## config.mk

```make
export PLATFORM = sky130hd
export DESIGN_NAME = prof_slot_sched
export DESIGN_NICKNAME = d
export VERILOG_FILES = /design/src/rtl/prof_pkg.sv /design/src/rtl/prof_rr_arb.sv /design/src/rtl/prof_slot_sched.sv
export SDC_FILE = /design/constraint.sdc
export NUM_CORES = 1
export LEC_CHECK = 0
export CORE_UTILIZATION = 44
export DETAILED_ROUTE_END_ITERATION = 7
export MAX_ROUTING_LAYER = met4
export PLACE_DENSITY_LB_ADDON = 0.3
export SYNTH_ARGS = -nofsm -noshare
export SYNTH_HDL_FRONTEND = slang
export SYNTH_SLANG_ARGS = --single-unit
```

## constraint.sdc

```tcl
create_clock -name clki -period 6.8 [get_ports clki]
set_input_delay 1.36 -clock clki [delete_from_list [all_inputs] [get_ports clki]]
set_output_delay 1.36 -clock clki [all_outputs]
set_load 0.02 [all_outputs]
```

## src/rtl/prof_pkg.sv

```systemverilog
// Shared types and constants for the proof-buffer slot scheduler.
package prof_pkg;

  // state    | meaning
  // ST_FREE  | slot available for allocation
  // ST_FILL  | collecting sub-frames
  // ST_READY | all sub-frames stored, waiting for the proof engine
  // ST_RUN   | job handed to the proof engine
  typedef enum logic [1:0] {
    ST_FREE  = 2'd0,
    ST_FILL  = 2'd1,
    ST_READY = 2'd2,
    ST_RUN   = 2'd3
  } slot_st_e;

  localparam logic [1:0] ERR_CHKSUM   = 2'd0;
  localparam logic [1:0] ERR_BADSUB   = 2'd1;
  localparam logic [1:0] ERR_BADSTATE = 2'd2;
  localparam logic [1:0] ERR_TIMEOUT  = 2'd3;

  localparam logic [9:0] LEN_T1  = 10'd636;
  localparam logic [9:0] LEN_T0  = 10'd364;
  localparam logic [4:0] MASK_T1 = 5'h1f;
  localparam logic [4:0] MASK_T0 = 5'h07;

  function automatic logic [4:0] full_mask(input logic ty);
    return ty ? MASK_T1 : MASK_T0;
  endfunction

  function automatic logic [9:0] job_len(input logic ty);
    return ty ? LEN_T1 : LEN_T0;
  endfunction

endpackage

```

## src/rtl/prof_rr_arb.sv

```systemverilog
// Round-robin pick among N request bits, starting the search at ptr_i.
module prof_rr_arb #(
  parameter int N = 8
) (
  input  logic [N-1:0] req_i,
  input  logic [2:0]   ptr_i,
  output logic [N-1:0] gnt_oh_o,
  output logic [2:0]   gnt_idx_o,
  output logic         any_o
);

  always_comb begin
    logic found;
    found     = 1'b0;
    gnt_oh_o  = '0;
    gnt_idx_o = '0;
    for (int k = 0; k < N; k++) begin
      for (int i = 0; i < N; i++) begin
        if (!found && req_i[i] && (i == ((int'(ptr_i) + k) % N))) begin
          found       = 1'b1;
          gnt_oh_o[i] = 1'b1;
          gnt_idx_o   = 3'(i);
        end
      end
    end
  end

  assign any_o = |req_i;

endmodule

```

## src/rtl/prof_slot_sched.sv

```systemverilog
// Proof-buffer slot scheduler: allocates slots, tracks sub-frame fill, issues one job at a time.
// Optional fill watchdog enabled by defining PROF_SCHED_TMO_EN.
module prof_slot_sched
  import prof_pkg::*;
#(
  parameter int NSLOT   = 8,
  parameter int TMO_CYC = 65535
) (
  input  logic       clki,
  input  logic       rstni,
  input  logic       alloc_req_i,
  input  logic [7:0] alloc_task_i,
  input  logic       alloc_type_i,
  output logic       alloc_gnt_o,
  output logic [2:0] alloc_slot_o,
  input  logic       sub_done_i,
  input  logic [2:0] sub_slot_i,
  input  logic [2:0] sub_id_i,
  input  logic       sub_ok_i,
  output logic       job_valid_o,
  input  logic       job_ready_i,
  output logic [2:0] job_slot_o,
  output logic [7:0] job_task_o,
  output logic       job_type_o,
  output logic [9:0] job_len_o,
  input  logic       res_valid_i,
  input  logic [2:0] res_slot_i,
  output logic [3:0] free_cnt_o,
  output logic       err_valid_o,
  output logic [1:0] err_code_o,
  output logic [2:0] err_slot_o
);

  slot_st_e         st_q   [NSLOT];
  slot_st_e         st_d   [NSLOT];
  logic [7:0]       task_q [NSLOT];
  logic [7:0]       task_d [NSLOT];
  logic [4:0]       mask_q [NSLOT];
  logic [4:0]       mask_d [NSLOT];
  logic [NSLOT-1:0] type_q, type_d;
  logic [2:0]       rr_ptr_q, rr_ptr_d;
  logic             job_valid_q, job_valid_d;
  logic [2:0]       job_slot_q, job_slot_d;
  logic [7:0]       job_task_q, job_task_d;
  logic             job_type_q, job_type_d;
  logic [9:0]       job_len_q, job_len_d;
  logic             err_valid_q, err_valid_d;
  logic [1:0]       err_code_q, err_code_d;
  logic [2:0]       err_slot_q, err_slot_d;
  logic [3:0]       free_cnt_q, free_cnt_d;

  logic [NSLOT-1:0] free_vec, ready_vec, pick_oh;
  logic             run_any, pick_any;
  logic [2:0]       pick_idx, alloc_slot;

`ifdef PROF_SCHED_TMO_EN
  logic [15:0] tmo_q [NSLOT];
  logic [15:0] tmo_d [NSLOT];
`else
  logic [15:0] unused_tmo;
  assign unused_tmo = 16'(TMO_CYC);
`endif

  always_comb begin
    free_vec  = '0;
    ready_vec = '0;
    run_any   = 1'b0;
    for (int i = 0; i < NSLOT; i++) begin
      free_vec[i]  = (st_q[i] == ST_FREE);
      ready_vec[i] = (st_q[i] == ST_READY);
      if (st_q[i] == ST_RUN) run_any = 1'b1;
    end
  end

  always_comb begin
    alloc_slot = '0;
    for (int i = NSLOT - 1; i >= 0; i--) begin
      if (free_vec[i]) alloc_slot = 3'(i);
    end
  end

  assign alloc_gnt_o  = alloc_req_i & (|free_vec);
  assign alloc_slot_o = alloc_slot;

  prof_rr_arb #(.N(NSLOT)) u_arb (
    .req_i     (ready_vec),
    .ptr_i     (rr_ptr_q),
    .gnt_oh_o  (pick_oh),
    .gnt_idx_o (pick_idx),
    .any_o     (pick_any)
  );

  always_comb begin
    logic       sub_hit, res_hit, sub_err, res_err, tmo_err;
    logic [1:0] sub_code;
    logic [2:0] tmo_slot;
    logic [4:0] m;
    sub_hit  = 1'b0;
    res_hit  = 1'b0;
    sub_err  = 1'b0;
    res_err  = 1'b0;
    tmo_err  = 1'b0;
    sub_code = ERR_BADSTATE;
    tmo_slot = '0;
    m        = '0;
    type_d      = type_q;
    rr_ptr_d    = rr_ptr_q;
    job_valid_d = job_valid_q;
    job_slot_d  = job_slot_q;
    job_task_d  = job_task_q;
    job_type_d  = job_type_q;
    job_len_d   = job_len_q;
    err_valid_d = 1'b0;
    err_code_d  = '0;
    err_slot_d  = '0;
    free_cnt_d  = '0;

    for (int i = 0; i < NSLOT; i++) begin
      st_d[i]   = st_q[i];
      task_d[i] = task_q[i];
      mask_d[i] = mask_q[i];
`ifdef PROF_SCHED_TMO_EN
      tmo_d[i]  = tmo_q[i];
`endif
      if (alloc_gnt_o && alloc_slot == 3'(i)) begin
        st_d[i]   = ST_FILL;
        mask_d[i] = '0;
        task_d[i] = alloc_task_i;
        type_d[i] = alloc_type_i;
      end
      if (sub_done_i && sub_slot_i == 3'(i) && st_q[i] == ST_FILL) begin
        sub_hit = 1'b1;
        if (!sub_ok_i) begin
          st_d[i]  = ST_FREE;
          sub_err  = 1'b1;
          sub_code = ERR_CHKSUM;
        end else if (sub_id_i >= (type_q[i] ? 3'd5 : 3'd3)) begin
          st_d[i]  = ST_FREE;
          sub_err  = 1'b1;
          sub_code = ERR_BADSUB;
        end else begin
          m         = mask_q[i] | (5'd1 << sub_id_i);
          mask_d[i] = m;
          if (m == full_mask(type_q[i])) st_d[i] = ST_READY;
        end
      end
      if (res_valid_i && res_slot_i == 3'(i) && st_q[i] == ST_RUN) begin
        st_d[i] = ST_FREE;
        res_hit = 1'b1;
      end
      if (job_valid_q && job_ready_i && job_slot_q == 3'(i)) st_d[i] = ST_RUN;
`ifdef PROF_SCHED_TMO_EN
      // A sub-frame arriving this cycle restarts the watchdog and wins over expiry.
      if (alloc_gnt_o && alloc_slot == 3'(i)) begin
        tmo_d[i] = '0;
      end else if (st_q[i] == ST_FILL) begin
        if (sub_done_i && sub_slot_i == 3'(i)) begin
          tmo_d[i] = '0;
        end else if (tmo_q[i] == 16'(TMO_CYC)) begin
          st_d[i] = ST_FREE;
          if (!tmo_err) begin
            tmo_err  = 1'b1;
            tmo_slot = 3'(i);
          end
        end else begin
          tmo_d[i] = tmo_q[i] + 16'd1;
        end
      end
`endif
    end

    if (sub_done_i && !sub_hit) sub_err = 1'b1;
    res_err = res_valid_i && !res_hit;

    if (sub_err) begin
      err_valid_d = 1'b1;
      err_code_d  = sub_code;
      err_slot_d  = sub_slot_i;
    end else if (res_err) begin
      err_valid_d = 1'b1;
      err_code_d  = ERR_BADSTATE;
      err_slot_d  = res_slot_i;
    end else if (tmo_err) begin
      err_valid_d = 1'b1;
      err_code_d  = ERR_TIMEOUT;
      err_slot_d  = tmo_slot;
    end

    if (job_valid_q && job_ready_i) begin
      job_valid_d = 1'b0;
      rr_ptr_d    = 3'((int'(job_slot_q) + 1) % NSLOT);
    end else if (!job_valid_q && !run_any && pick_any) begin
      job_valid_d = 1'b1;
      job_slot_d  = pick_idx;
      for (int i = 0; i < NSLOT; i++) begin
        if (pick_oh[i]) begin
          job_task_d = task_q[i];
          job_type_d = type_q[i];
          job_len_d  = job_len(type_q[i]);
        end
      end
    end

    for (int i = 0; i < NSLOT; i++) begin
      if (st_d[i] == ST_FREE) free_cnt_d = free_cnt_d + 4'd1;
    end
  end

  always_ff @(posedge clki or negedge rstni) begin
    if (!rstni) begin
      for (int i = 0; i < NSLOT; i++) begin
        st_q[i]   <= ST_FREE;
        task_q[i] <= '0;
        mask_q[i] <= '0;
`ifdef PROF_SCHED_TMO_EN
        tmo_q[i]  <= '0;
`endif
      end
      type_q      <= '0;
      rr_ptr_q    <= '0;
      job_valid_q <= 1'b0;
      job_slot_q  <= '0;
      job_task_q  <= '0;
      job_type_q  <= 1'b0;
      job_len_q   <= '0;
      err_valid_q <= 1'b0;
      err_code_q  <= '0;
      err_slot_q  <= '0;
      free_cnt_q  <= 4'(NSLOT);
    end else begin
      for (int i = 0; i < NSLOT; i++) begin
        st_q[i]   <= st_d[i];
        task_q[i] <= task_d[i];
        mask_q[i] <= mask_d[i];
`ifdef PROF_SCHED_TMO_EN
        tmo_q[i]  <= tmo_d[i];
`endif
      end
      type_q      <= type_d;
      rr_ptr_q    <= rr_ptr_d;
      job_valid_q <= job_valid_d;
      job_slot_q  <= job_slot_d;
      job_task_q  <= job_task_d;
      job_type_q  <= job_type_d;
      job_len_q   <= job_len_d;
      err_valid_q <= err_valid_d;
      err_code_q  <= err_code_d;
      err_slot_q  <= err_slot_d;
      free_cnt_q  <= free_cnt_d;
    end
  end

  assign job_valid_o = job_valid_q;
  assign job_slot_o  = job_slot_q;
  assign job_task_o  = job_task_q;
  assign job_type_o  = job_type_q;
  assign job_len_o   = job_len_q;
  assign err_valid_o = err_valid_q;
  assign err_code_o  = err_code_q;
  assign err_slot_o  = err_slot_q;
  assign free_cnt_o  = free_cnt_q;

endmodule

```

## Word level (Yosys, flattened, before mapping)

Index checks and enable logic that the tools add are counted.

| cells by class | value |
|---|---|
| multiplexer cells | 422 |
| divide/modulo/power cells | 0 |
| bitwise operators | 17 |
| equality and inequality tests | 116 |
| $lt $le $gt $ge | 8 |
| reduce and logical (&&, ||, !) cells | 288 |
| add/sub/neg operators | 15 |
| shift operators | 1 |
| multiply operators | 0 |

Operator list:

| cell | number |
|---|---|
| $logic_not A32 Y1 | 8 |
| $mux W3 | 78 |
| $mux W5 | 40 |
| $mux W1 | 189 |
| $logic_and A1 B1 Y1 | 180 |
| $mux W2 | 84 |
| $mux W10 | 16 |
| $eq A4 B4 Y1 const A | 28 |
| $logic_not A1 Y1 | 67 |
| $mux W8 | 8 |
| $eq A3 B4 Y1 const A | 14 |
| $eq A3 B3 Y1 const B | 16 |
| $eq A5 B5 Y1 | 8 |
| $or A5 B5 Y5 | 8 |
| $eq A2 B2 Y1 const B | 16 |
| $logic_not A2 Y1 | 16 |
| $add A4 B1 Y4 const B | 7 |
| $eq A2 B4 Y1 const A | 7 |
| $mux W4 | 7 |
| $eq A3 B2 Y1 const B | 8 |
| $ge A3 B3 Y1 | 8 |
| $reduce_or A3 Y1 | 7 |
| $eq A2 B1 Y1 const B | 8 |
| $reduce_or A8 Y1 | 2 |
| other kinds (16) | 37 |

| word-level totals | value |
|---|---|
| register bits | 164 |
| memory bits (read-only) | 0 |
| input bits | 25 |
| RAM bits | 0 |
| output and inout bits | 37 |
| bits in latches | 0 |
| word-level logic and storage cells | 909 |
| memories kept | 0 |

## Logic depth before layout (Yosys ltp)

| logic depth | value |
|---|---|
| depth in word-level cells | 257 |
| depth in mapped cells | 26 |
| depth with buffers taken out | 25 |

## Hierarchy

A second synthesis with hierarchy kept.

| second synthesis, totals | value |
|---|---|
| cell total of the unflattened synthesis | 1173 |
| area, all modules | 10536.4 µm² |

By module, submodules not included:

| module | seq. area each (µm²) | area an instance (µm²) | cells each | instances |
|---|---|---|---|---|
| prof_slot_sched | 3905.0 | 9068.7 | 959 | 1 |
| prof_rr_arb | 0.0 | 1467.7 | 214 | 1 |

## Worst setup path before layout

No wires, ideal clock.

| timing path | value |
|---|---|
| kind | input to register |
| from | in sub_id_i[1] |
| to | reg free_cnt_q[1] (netlist: free_cnt_o[1]) |
| path slack | 152 ps |
| path buffers | 1 |
| arrival | 6531 ps |
| stages | 22 |
| required time | 6684 ps |
| cell sequence | nor2b_1 > and2_1 > clkbuf_1 > or2_2 > or4_1 > a2111oi_0 > o21ai_0 > nand2b_1 > ha_1 > xnor2_1 > ha_1 > mux2_2 > ha_1 > mux2i_1 > a21bo_2 > ha_1 > mux2_2 > ha_1 > mux2_2 > ha_1 > nand2_1 > nand2_1 |

RTL lines:

| what | line | RTL |
|---|---|---|
| from (decl) | prof_slot_sched.sv:18 | `input logic [2:0] sub_id_i,` |
| to (signal assigned) | prof_slot_sched.sv:229 | `free_cnt_q <= 4'(NSLOT);` |
| to (signal assigned) | prof_slot_sched.sv:249 | `free_cnt_q <= free_cnt_d;` |
| to (decl) | prof_slot_sched.sv:50 | `logic [3:0] free_cnt_q, free_cnt_d;` |

## Final worst setup path

| timing path | value |
|---|---|
| from | in sub_id_i[1] |
| to | reg free_cnt_q[1] (netlist: free_cnt_o[1]) |

| between the ends | value |
|---|---|
| word-level cells in the longest chain between the ends | 25 |
| elaborated cells between the ends (all ways) | 96 |
| classes of those cells | 7 x add/sub; 8 x order compare; 8 x eq/ne; 1 x shift; 56 x mux; 8 x bitwise; 8 x reduce/logical |

Ends and longest elaborated chain:

| what | line | RTL |
|---|---|---|
| $shl A1 B3 Y5 | prof_slot_sched.sv:142 | `m = mask_q[i] \| (5'd1 << sub_id_i);` |
| $or A5 B5 Y5 | prof_slot_sched.sv:142 |  |
| $eq A5 B5 Y1 | prof_slot_sched.sv:144 | `if (m == full_mask(type_q[i])) st_d[i] = ST_READY;` |
| $mux W2 | prof_slot_sched.sv:144 |  |
| $mux W2 | prof_slot_sched.sv:137 | `end else if (sub_id_i >= (type_q[i] ? 3'd5 : 3'd3)) begin` |
| $mux W2 | prof_slot_sched.sv:133 | `if (!sub_ok_i) begin` |
| $mux W2 | prof_slot_sched.sv:131 | `if (sub_done_i && sub_slot_i == 3'(i) && st_q[i] == ST_FILL) begin` |
| $mux W2 | prof_slot_sched.sv:147 | `if (res_valid_i && res_slot_i == 3'(i) && st_q[i] == ST_RUN) begin` |
| [10 not listed] | n/a |  |
| $mux W4 | prof_slot_sched.sv:205 | `if (st_d[i] == ST_FREE) free_cnt_d = free_cnt_d + 4'd1;` |
| $add A4 B1 Y4 | prof_slot_sched.sv:205 |  |
| $mux W4 | prof_slot_sched.sv:205 |  |
| $add A4 B1 Y4 | prof_slot_sched.sv:205 |  |
| $mux W4 | prof_slot_sched.sv:205 |  |
| $add A4 B1 Y4 | prof_slot_sched.sv:205 |  |
| $mux W4 (*) | prof_slot_sched.sv:205 |  |
| via free_cnt_d[1] | prof_slot_sched.sv:50 |  |

Mark *: on every way through the listed nets, which the timed path passes. The rest lies on a longest branch.
A chain may end at the register's enable or synchronous reset.

==> reports/metrics.cfg <==
[outcome]
failed_checks=DRC
status=finished with violations

[power_and_ir_drop]
share_seq_of_total_power_pct=27.4
clkPwrFrac_pct=15.8
power_switching_mw=2.79
vdd_drop_max_mv=0.300
internal-power_mw=3.26
switching_share_pct=46.0
p_comb_share_pct=56.8
power_per_cell_area_mw_per_mm2=517
report.power.total_mw=6.05
p_leak_nw=5.14

[synth]
number_of_storage_elements_in_the_synthesis_netlist=156
post_synth_main_area_contributors=sky130_fd_sc_hd__dfrtp_1 (39%), sky130_fd_sc_hd__mux2_2 (6.8%), sky130_fd_sc_hd__a21oi_1 (4.2%)
synth_top_cell_area_share_pct=38.8
synth.distinct_cells=95
ys_seq_area_share_pct=39.0
async_flop_share_pct=100
synth_ff_type=sky130_fd_sc_hd__dfrtp_1
synth_top_cell_by_area=sky130_fd_sc_hd__dfrtp_1
post_synthesis_instance_area_sq_mm=0.0100
most_frequent_cells_after_synthesis=sky130_fd_sc_hd__dfrtp_1 (155), sky130_fd_sc_hd__nor2_1 (112), sky130_fd_sc_hd__nand2_1 (105)
syn_area_per_cell_sq_um=9.12
synth_cells=1097
ys_warn_count=0
synth_enable_flop_cells=0
yosys.cell_count.top_type=sky130_fd_sc_hd__dfrtp_1

[worst_hold_path]
worst_hold_path_type=reg2reg

[critical_path]
worst-path-buf-inv=4
worst-endpoint-arrival_ns=6.83
cpLargestDelayFamily=adder cells
worstSetupStartpointType=input pin
worst_ep_required_time_ns=7.12
timing.critical_path.to_type=flip-flop
worst_path_largest_cell_delay_ns=0.43
r2r_slack_ns=1.46
critical_path_class=in2reg
critical_path.slowest_cell=sky130_fd_sc_hd__clkdlybuf4s50_1
crit_path_max_fanout=4
path_common_cell=sky130_fd_sc_hd__ha_1

[drt]
dr_wl_met3_mm=2.66
wl_final_mm=33.0
route.vias.total=9221
post_drt_via_cell_ratio=6.34
top_layer=met4
drt_drc_violations_left=1
final_ant_viol_nets=0
detail_route.wirelength.met1_mm=14.5
detailedRoute.firstPassIterationCount=8
wl_per_cell_um=22.7
first_iter_violations=992
route.met2.wl_mm=14.9

[clock_tree]
ctsLongestPathBuffers=2
path_clk_slew_ns=0.07
cts_hold_repair.buffers=0
clock_sinks=156
clkLatencyLatePin_ns=0.43
cts_max_level=4
cts-buffers-inserted=17
cts_tree=yes
clockRootBuffer=sky130_fd_sc_hd__clkbuf_16

[sta]
layout_min_cycle_time_ns=6.51
max_freq_ghz=0.154
slew-limit-headroom_pct=17.1
worst_slew_pin_slew_ns=1.23
drv_slew=0
fin_crit_sh_pct=95.8
fin_tns_setup_ns=0
final_setup_violation_count=0
final_hold_violation_count=0
worst_clock_skew_ns=0.00750

[die]
die_x_um=153
coreArea_sq_mm=0.0220
die_h_um=153
placement_rows=54
initial_core_utilization_pct=45.4
io_pins=62
die_area_sq_mm=0.0233

[global_routing]
first_global_vias=8905
grtUsageTotal_pct=29.6
overflow=0
maximum_number_of_pins_on_one_net_before_global_route_repair=115
grt_first_pass_wirelength_mm=51.8
antenna_violations_before_repair=1

[placed_design]
detailedPlacementHpwl_mm=23.9
placed_cells=1421
gp_congestion=0.998
number_of_buffer_cells_added_on_primary_ports=58
post_dp_cell_area_sq_mm=0.0110

[layout]
finish.net_count=1218
post_route_cell_area_sq_mm=0.0117
syn_to_final_growth_pct=16.9
drive_gt1_share_pct=16.4
final-instance-count-excl-fill=1455
final.fill_count=2023

[run]
maxCapViolations=0

-- metal layers --
| layer | vias to the layer above | GRT usage [%] |
|---|---|---|
| li1 | 4200 | - |
| met1 | 4501 | 39.7 |
| met2 | 448 | 44.5 |
| met3 | 72 | 5.77 |
| met4 | 0 | 10.8 |
| met5 | - | - |
-- worst paths after layout --
check                                        start                        end  depth (start not counted)
setup / recovery                       sub_id_i[1]    free_cnt_o[1]$_DFF_PN0_                         26
hold / removal              task_q[54]$_DFFE_PN0P_     task_q[54]$_DFFE_PN0P_                          2
setup reg to reg           rr_ptr_q[1]$_DFFE_PN0P_  job_task_o[2]$_DFFE_PN0P_                         12
hold reg to reg             task_q[54]$_DFFE_PN0P_     task_q[54]$_DFFE_PN0P_                          2
max in group asynchronous                    rstni    free_cnt_o[3]$_DFF_PN1_                          2
min in group asynchronous                    rstni     task_q[62]$_DFFE_PN0P_                          1
-- power groups by stage --
stage | clock (mW) | sequential, mW | combinational [mW]
2_1_floorplan | 0 | 1.56 | 2.35
3_3_place_gp | 0 | 1.65 | 3.30
3_5_place_dp | 0 | 1.65 | 3.32
4_1_cts | 0.968 | 1.64 | 3.35
5_1_grt | 1.01 | 1.70 | 3.73
6_report | 0.958 | 1.66 | 3.43
-- metrics by stage --
stage               util, %  hold slack [ns]  setup WS, ns
floorplan                 -            0.445         0.152
global placement       50.0            0.462        -0.406
detailed placement     50.0            0.462        -0.575
CTS                    52.7            0.479        0.0252
global route           53.1            0.497      -0.00451
finish                 53.1            0.474         0.286
-- registers in the layout (all words and copies together), names as in the netlist --
| register | count |
|---|---|
| task_q | 64 |
| mask_q | 40 |
| st_q | 16 |
| job_task_o | 8 |
| type_q | 8 |
| free_cnt_o | 4 |
| err_slot_o | 3 |
| job_len_o | 3 |
| job_slot_o | 3 |
| rr_ptr_q | 3 |
| err_code_o | 2 |
| err_valid_o | 1 |
| job_valid_o | 1 |
-- cell usage in the layout (no fill, tap or decap), types with 5 or more instances in the layout --
cell,Yosys,layout
sky130_fd_sc_hd__ha_1,32,31
sky130_fd_sc_hd__o31ai_1,5,5
sky130_fd_sc_hd__nor2b_1,17,17
sky130_fd_sc_hd__or2_2,7,6
sky130_fd_sc_hd__nand4_1,14,14
sky130_fd_sc_hd__or3_1,6,6
sky130_fd_sc_hd__mux2_2,60,60
sky130_fd_sc_hd__nand3_1,28,28
sky130_fd_sc_hd__inv_1,25,25
sky130_fd_sc_hd__nand3b_1,6,6
sky130_fd_sc_hd__buf_4,15,53
sky130_fd_sc_hd__a22oi_1,5,5
sky130_fd_sc_hd__nor3_1,20,18
sky130_fd_sc_hd__a21o_1,12,12
sky130_fd_sc_hd__nor4_1,6,6
sky130_fd_sc_hd__and2_1,8,8
sky130_fd_sc_hd__o221ai_1,17,17
sky130_fd_sc_hd__or4_1,11,9
sky130_fd_sc_hd__clkbuf_16,0,17
sky130_fd_sc_hd__o22ai_1,31,31
sky130_fd_sc_hd__nand2b_1,29,27
sky130_fd_sc_hd__dfrtp_1,155,155
sky130_fd_sc_hd__o211ai_1,17,17
sky130_fd_sc_hd__clkdlybuf4s50_1,0,56
sky130_fd_sc_hd__a32oi_1,6,6
sky130_fd_sc_hd__a21oi_1,84,83
sky130_fd_sc_hd__nand2_1,105,105
sky130_fd_sc_hd__o211a_1,16,16
sky130_fd_sc_hd__a211oi_1,10,9
sky130_fd_sc_hd__mux2i_1,15,14
sky130_fd_sc_hd__nor2_1,112,111
sky130_fd_sc_hd__o21ai_0,58,58
sky130_fd_sc_hd__o2111ai_1,16,16
-- tightest hold or removal path, delay by kind of cell (launching register included) --
| kind | cells | cell delay [ns] |
|---|---|---|
| DFF | 1 | 0.34 |
| and+or+nand+nor | 2 | 0.10 |
-- timing repair --
item,in CTS,in global routing
setup endpoints to repair,3,3
pin swaps,0,3
resized for setup,5,13
setup buffers,0,1
-- layout make-up --
| class | instances | area (sq um) | area share [%] |
|---|---|---|---|
| clock buffers | 18 | 429 | 3.67 |
| repair buffers | 111 | 982 | 8.40 |
| flip-flops and latches | 156 | 3910 | 33.4 |
| diodes | 1 | 2.50 | 0.0214 |
| inverters | 26 | 97.6 | 0.834 |
| well taps | 280 | 350 | 3.00 |
| clock inverters | 14 | 154 | 1.32 |
| multi-input cells | 849 | 5780 | 49.4 |
-- cell families (layout without fill, tap and decap cells) --
logic type | after synthesis | after routing | share of synthesized area, %
muxes | 75 | 75 | 8.26
and+or+nand+nor | 402 | 402 | 20.4
xor gates and xnor gates | 12 | 12 | 1.48
AOI/OAI and AO/OA | 325 | 325 | 22.3
buffers and inverters | 94 | 169 | 4.53
DFF | 156 | 156 | 39.0
other | 1 | 4 | 0.0375
adders and majority gates | 32 | 32 | 4.00
(Power assumes the default switching activity.)
